**config.mk**
```make
export PLATFORM = sky130hd
export DESIGN_NAME = demux_1_2
export DESIGN_NICKNAME = d
export VERILOG_FILES = /design/src/rtl/demux_1_2.sv
export SDC_FILE = /design/constraint.sdc
export NUM_CORES = 1
export LEC_CHECK = 0
export CAP_MARGIN = 20
export CORE_ASPECT_RATIO = 1.2
export CORE_UTILIZATION = 42
export CTS_CLUSTER_SIZE = 10
export DETAILED_ROUTE_END_ITERATION = 10
export PLACE_DENSITY = 0.83
export SYNTH_ARGS = -nofsm -noshare
export SYNTH_HDL_FRONTEND = slang
export SYNTH_SLANG_ARGS = --single-unit
```
**constraint.sdc**
```tcl
create_clock -name clk -period 3.29 [get_ports clk]
set_input_delay 0.4935 -clock clk [delete_from_list [all_inputs] [get_ports clk]]
set_output_delay 0.4935 -clock clk [all_outputs]
set_load 0.02 [all_outputs]
```
**src/rtl/demux_1_2.sv**
```systemverilog
// rtl/demux_1_2.sv - registered 1-to-2 stream demultiplexer with per-port holding registers
//
// Steers the input stream d to port A (sreg=0) or port B (sreg=1). Each port
// has a one-entry holding register with a valid/ready handshake. A stalled port
// therefore only blocks words routed to itself.
//
// Ports:
//   clk      rising-edge clock
//   reset    asynchronous active-low reset
//   d        input data, meaningful while d_valid=1
//   d_valid  input data valid
//   d_ready  input accepted this cycle (combinational from sreg and the
//            selected port's valid/ready, never from d_valid)
//   sreg     route select sampled with d: 0 -> A, 1 -> B
//   a        port A data (registered)
//   a_valid  port A holds a word
//   a_ready  port A consumer accepts
//   b        port B data (registered)
//   b_valid  port B holds a word
//   b_ready  port B consumer accepts

module demux_1_2 #(
    parameter int width = 8
) (
    input  logic             clk,
    input  logic             reset,
    input  logic [width-1:0] d,
    input  logic             d_valid,
    output logic             d_ready,
    input  logic             sreg,
    output logic [width-1:0] a,
    output logic             a_valid,
    input  logic             a_ready,
    output logic [width-1:0] b,
    output logic             b_valid,
    input  logic             b_ready
);

    logic [width-1:0] a_q, a_d;
    logic [width-1:0] b_q, b_d;
    logic             a_valid_q, a_valid_d;
    logic             b_valid_q, b_valid_d;
    logic             in_xfer;

    // A port can take a word when it is empty or is being drained this cycle.
    // That second case lets a full port pass data through at full rate.
    assign d_ready = sreg ? (!b_valid_q || b_ready) : (!a_valid_q || a_ready);
    assign in_xfer = d_valid && d_ready;

    always_comb begin
        a_d       = a_q;
        a_valid_d = a_valid_q;
        b_d       = b_q;
        b_valid_d = b_valid_q;

        // A load wins over a drain. The word being read leaves and the new
        // word takes its place in the same edge.
        if (in_xfer && !sreg) begin
            a_d       = d;
            a_valid_d = 1'b1;
        end else if (a_valid_q && a_ready) begin
            a_valid_d = 1'b0;
        end

        if (in_xfer && sreg) begin
            b_d       = d;
            b_valid_d = 1'b1;
        end else if (b_valid_q && b_ready) begin
            b_valid_d = 1'b0;
        end
    end

    always_ff @(posedge clk or negedge reset) begin
        if (!reset) begin
            a_q       <= '0;
            b_q       <= '0;
            a_valid_q <= 1'b0;
            b_valid_q <= 1'b0;
        end else begin
            a_q       <= a_d;
            b_q       <= b_d;
            a_valid_q <= a_valid_d;
            b_valid_q <= b_valid_d;
        end
    end

    assign a       = a_q;
    assign b       = b_q;
    assign a_valid = a_valid_q;
    assign b_valid = b_valid_q;

endmodule

```
==> results of run 1 <==
worst paths after layout:
path | start | endpoint | cells after the start
setup / recovery | sreg | d_ready | 4
hold / removal | a[2]$_DFFE_PN0P_ | a[2]$_DFFE_PN0P_ | 1
setup reg to reg | a_valid$_DFFE_PN0P_ | a[7]$_DFFE_PN0P_ | 3
hold reg to reg | a[2]$_DFFE_PN0P_ | a[2]$_DFFE_PN0P_ | 1
max in group asynchronous | reset | a[2]$_DFFE_PN0P_ | 1
min in group asynchronous | reset | a[6]$_DFFE_PN0P_ | 1
metal layers:
| layer | GRT usage | share of wire | up-vias |
|---|---|---|---|
| met5 | 0 | 0 | - |
| met4 | 0.0828 | 0.021 | 0 |
| met3 | 0.0474 | 0.066 | 3 |
| met2 | 0.313 | 0.51 | 21 |
| met1 | 0.219 | 0.40 | 234 |
| li1 | - | - | 224 |
critical path: cells and delay by family:
kind / cells / cell delay [ps]
AOI/OAI and AO/OA: 1 / 130
buffers and inverters: 2 / 1200
and+or+nand+nor: 1 / 80
flip-flops by register name, indices dropped and copies added, names as in the netlist:
name     flops
a_valid      1
b            8
a            8
b_valid      1
cells by family (layout without fill, tap and decap cells):
logic type      count (synthesis)  after routing  synth area share
buf+inv                         1             37           0.00533
flops                          18             18             0.641
mux                            16             16             0.256
compound gates                  2              2            0.0142
simple gates                    7              7            0.0836
stage by stage:
step           instance area, sq um  total power (uW)  hold slack [ps]  setup WS, ps   util
2_1_floorplan                   703               375              198          1790      -
3_3_place_gp                   1040               481              490           951  0.696
3_5_place_dp                   1040               487              496           910  0.696
4_1_cts                        1080               621              518           901  0.720
5_1_grt                        1080               643              533           856  0.720
6_report                       1080               616              515           901  0.720
cell type report:
| cell class | count | area share |
|---|---|---|
| clock buffer | 4 | 0.0336 |
| inverter | 1 | 0.00347 |
| multi-input combinational | 25 | 0.230 |
| sequential | 18 | 0.417 |
| tap | 17 | 0.0197 |
| timing repair buffer | 32 | 0.296 |
report_power, final:
group          internal, uW  switching (uW)  total [uW]
registers               259            20.8         280
logic                   111            88.8         200
clock network          67.6            68.2         136
cells in the final DEF, fill, tap and decap left out:
cell type | Yosys | layout
dfrtp_1 | 18 | 18
nor2_4 | 1 | 1
a21oi_1 | 1 | 1
clkbuf_8 | 0 | 1
nand2b_2 | 1 | 1
nand2_1 | 1 | 1
nor2b_1 | 1 | 1
mux2_2 | 16 | 16
nand2b_1 | 1 | 1
inv_1 | 1 | 1
nor3b_4 | 1 | 1
o21ai_0 | 1 | 1
nor2_1 | 1 | 1
clkbuf_4 | 0 | 3
clkdlybuf4s50_1 | 0 | 32
==> impl_metrics.py, run 1 <==
metrics = {
    "outcome": {
        "outcome": "complete, no violations",
    },
    "floorplanning": {
        "start_util": 0.468,
        "die_y_um": 46.8,
        "core_sq_mm": 0.00150,
        "dieArea_sq_mm": 0.00184,
        "die_w_um": 39.4,
        "ios": 33,
        "row_count": 15,
    },
    "clocking": {
        "cts_buffers": 3,
        "cts_buffer_depth": 2,
        "cts-hold-fix-buffers": 0,
        "clk_latency_ps": 300,
        "cts.sinks": 18,
        "postCtsSetupRepairBufs": 0,
        "ctsHtreeMaxLevel": 1,
        "cts.repair.resized": 0,
        "clk_pin_slew_ps": 100,
        "cts-root-buf": "clkbuf_4",
        "cts_tree": "built",
    },
    "synth": {
        "syn_nets": 58,
        "synthTopCellsByArea": "dfrtp_1 64%, mux2_2 26%, nor3b_4 2.7%",
        "syn_area_sq_um": 703,
        "ys_top_cells_by_count": "18 x dfrtp_1, 16 x mux2_2",
        "synth_edf_count": 0,
        "yosysSeqAreaShare": 0.641,
        "synth_cells": 44,
        "async_reset_ff_frac": 1.00,
        "yosys.area.top_type": "dfrtp_1",
        "avgSynthCellArea_sq_um": 16.0,
        "yosysUniqueCellTypes": 12,
        "yosysMostFrequentCell": "dfrtp_1",
        "yosysWarningCount": 0,
        "synth-seq-cells": 18,
        "synth_top_area_share": 0.641,
        "synthFlopType": "dfrtp_1",
    },
    "setup_path": {
        "worstPathMaxFanout": 5,
        "r2r_slack_ps": 1820,
        "slowest_delay_ps": 620,
        "critical_path_arrival_ps": 1900,
        "end_kind": "primary output",
        "critPathMostFrequentCell": "clkdlybuf4s50_1",
        "worstPathCellList": "clkdlybuf4s50_1 > nor2_1 > a21oi_1 > clkdlybuf4s50_1",
        "worstSetupPathType": "in2out",
        "critPathSlowestCell": "clkdlybuf4s50_1",
        "crit_path_start_kind": "input port",
        "worstPathRequired_ps": 2800,
    },
    "grt": {
        "track_usage": 0.185,
        "grt_pass1_wl_um": 2190,
        "grt_pass1_vias": 481,
        "antenna_found_initial": 0,
        "grt_overflow_total": 0,
        "grt_max_degree": 19,
    },
    "sta": {
        "rsz0062_at_grt": "no",
        "final.setup.tns_ps": 0,
        "finalHoldViolCount": 0,
        "relSlewSlack": 0.491,
        "fin_skew_ps": 0.891,
        "period_share": 0.726,
        "tightest_slew_ps": 761,
        "final_max_slew_viol_count": 0,
        "max_freq_ghz": 0.419,
        "setup_viol": 0,
        "post-route-min-period_ps": 2390,
    },
    "final_layout": {
        "fillCellCount": 105,
        "fin_cells": 97,
        "regArea_sq_um": 450,
        "area_growth_pct": 53.7,
        "fin_nets": 95,
        "layout-drive-gt1-share": 0.288,
        "multi_input_area_sq_um": 249,
        "antenna_cells": 0,
    },
    "placed_design": {
        "io_buffers": 32,
        "hpwl_um": 1080,
        "dp_cells": 93,
        "routabilityCongestion": 0.697,
    },
    "hold_path": {
        "min_path_type": "reg2reg",
    },
    "detailed_routing": {
        "ant_nets": 0,
        "first_iter_violations": 1,
        "via_count": 482,
        "route.detailed.drc": 0,
        "wire_per_inst_um": 14.9,
        "drt_wl_total_um": 1440,
        "viasPerCell": 4.97,
        "dr.pass1.iters": 2,
    },
    "pwr": {
        "power.density_mw_per_mm2": 569,
        "power.leakage_uw": 0.000448,
        "vdd_drop_max_v": 0.000423,
    },
    "run": {
        "maxCapViolations": 0,
    },
}
Note: power is estimated with default switching activity, not from simulation.
==> inputs of run 2 (changes only) <==
Settings changed: CORE_UTILIZATION 42 to 35, PLACE_DENSITY 0.83 to 0.74.
Clock period 3.29 ns to 1.9 ns, I/O delays scaled along.
==> impl_metrics.py, run 2 (same netlist as run 1, synthesis figures left out) <==
metrics = {
    "clocking": {
        "cts-root-buf": "clkbuf_4",
        "cts_tree": "built",
        "clk_pin_slew_ps": 90,
        "clk_latency_ps": 280,
        "cts_buffer_depth": 2,
        "cts_buffers": 3,
        "cts.sinks": 18,
        "ctsHtreeMaxLevel": 1,
    },
    "detailed_routing": {
        "first_iter_violations": 1,
        "dr.pass1.iters": 2,
        "route.detailed.drc": 0,
        "ant_nets": 0,
        "wire_per_inst_um": 12.4,
        "via_count": 496,
        "drt_wl_total_um": 1280,
        "viasPerCell": 4.82,
    },
    "floorplanning": {
        "die_y_um": 51.1,
        "dieArea_sq_mm": 0.00219,
        "start_util": 0.376,
        "die_w_um": 42.9,
        "ios": 33,
        "core_sq_mm": 0.00187,
        "row_count": 17,
    },
    "sta": {
        "post-route-min-period_ps": 1610,
        "relSlewSlack": 0.836,
        "fin_skew_ps": 2.60,
        "final_max_slew_viol_count": 0,
        "setup_viol": 0,
        "hold_ws_ps": 326,
        "rsz0062_at_grt": "no",
        "max_freq_ghz": 0.622,
        "final.setup.tns_ps": 0,
        "period_share": 0.846,
        "finalHoldViolCount": 0,
        "tightest_slew_ps": 246,
    },
    "final_layout": {
        "regArea_sq_um": 450,
        "multi_input_area_sq_um": 249,
        "antenna_cells": 0,
        "fillCellCount": 160,
        "layout_commonest_cell": "clkdlybuf4s50_1",
        "postLayoutCellArea_sq_mm": 0.00111,
        "fin_cells": 103,
        "fin_nets": 100,
        "area_growth_pct": 57.3,
        "layout-drive-gt1-share": 0.321,
        "final_cell_mix": "31 x clkdlybuf4s50_1, 18 x dfrtp_1, 16 x mux2_2",
    },
    "hold_path": {
        "min_path_type": "in2async",
    },
    "placed_design": {
        "io_buffers": 32,
        "place_area_sq_mm": 0.00108,
        "dp_cells": 100,
        "routabilityCongestion": 0.691,
    },
    "grt": {
        "grt_max_degree": 19,
        "grt_pass1_vias": 477,
        "antenna_found_initial": 0,
        "grt_pass1_wl_um": 2170,
        "track_usage": 0.133,
        "grt_overflow_total": 0,
    },
    "setup_path": {
        "worstPathCellList": "clkdlybuf4s50_1 > nand2b_2 > nor2_1 > a21oi_1 > dlygate4sd2_1",
        "cpLargestDelayFamily": "buffers and inverters",
        "critical_path_arrival_ps": 1320,
        "worstPathMaxFanout": 2,
        "worstSetupPathType": "in2out",
        "slowest_delay_ps": 450,
        "crit_path_start_kind": "input port",
        "critPathLaunch": "a_ready",
        "critPathSlowestCell": "clkdlybuf4s50_1",
        "worstPathRequired_ps": 1620,
        "crit_buf_inv": 2,
        "r2r-start": "a_valid$_DFFE_PN0P_",
        "end_kind": "primary output",
    },
    "pwr": {
        "power.density_mw_per_mm2": 912,
        "vdd_drop_max_v": 0.000490,
        "power.leakage_uw": 0.000464,
    },
    "run": {
        "maxCapViolations": 0,
    },
    "outcome": {
        "outcome": "complete, no violations",
    },
}
## run 2: power breakdown
part	internal [uW]	switching, uW
combinational	199	152
sequential	448	31.5
clock	73.5	105
## run 2: repair_timing
action                                  in CTS  in global routing
resized for setup                            1                  0
buffers inserted                             0                  0
hold buffers                                 0                  0
endpoints found under the setup margin       1                  0
## run 2: final cells by class
class	instances	share of cell area
Clock buffer	3	0.0204
Tap cell	19	0.0215
Timing Repair Buffer	37	0.322
Inverter	1	0.00339
Multi-Input combinational cell	25	0.225
Sequential cell	18	0.407
## run 2: path summary, 6_finish.rpt
check,end,slack (ps),depth (start not counted)
max in group asynchronous,a[4]$_DFFE_PN0P_,1380,2
worst max-delay path,d_ready,290,5
min in group clk,b[2]$_DFFE_PN0P_,510,1
worst max register to register,a[4]$_DFFE_PN0P_,520,5
worst min-delay path,a_valid$_DFFE_PN0P_,330,2
worst min register to register,b[2]$_DFFE_PN0P_,510,1
## run 2: per-stage QoR
stage,util,total power [uW],worst slack [ps]
after detailed placement,0.580,845,1.08
after CTS,0.591,1030,279
after global placement,0.580,839,26.4
after floorplan,-,650,525
after global routing,0.591,1060,258
final,0.591,1010,292
## run 2: routing by layer
metal	global-route usage	wire length, um	up-vias	share of wire
li1	-	-	236	-
met1	0.163	557	239	0.44
met2	0.215	605	21	0.47
met3	0.0283	116	0	0.091
met4	0.0781	0	0	0
met5	0	0	-	0
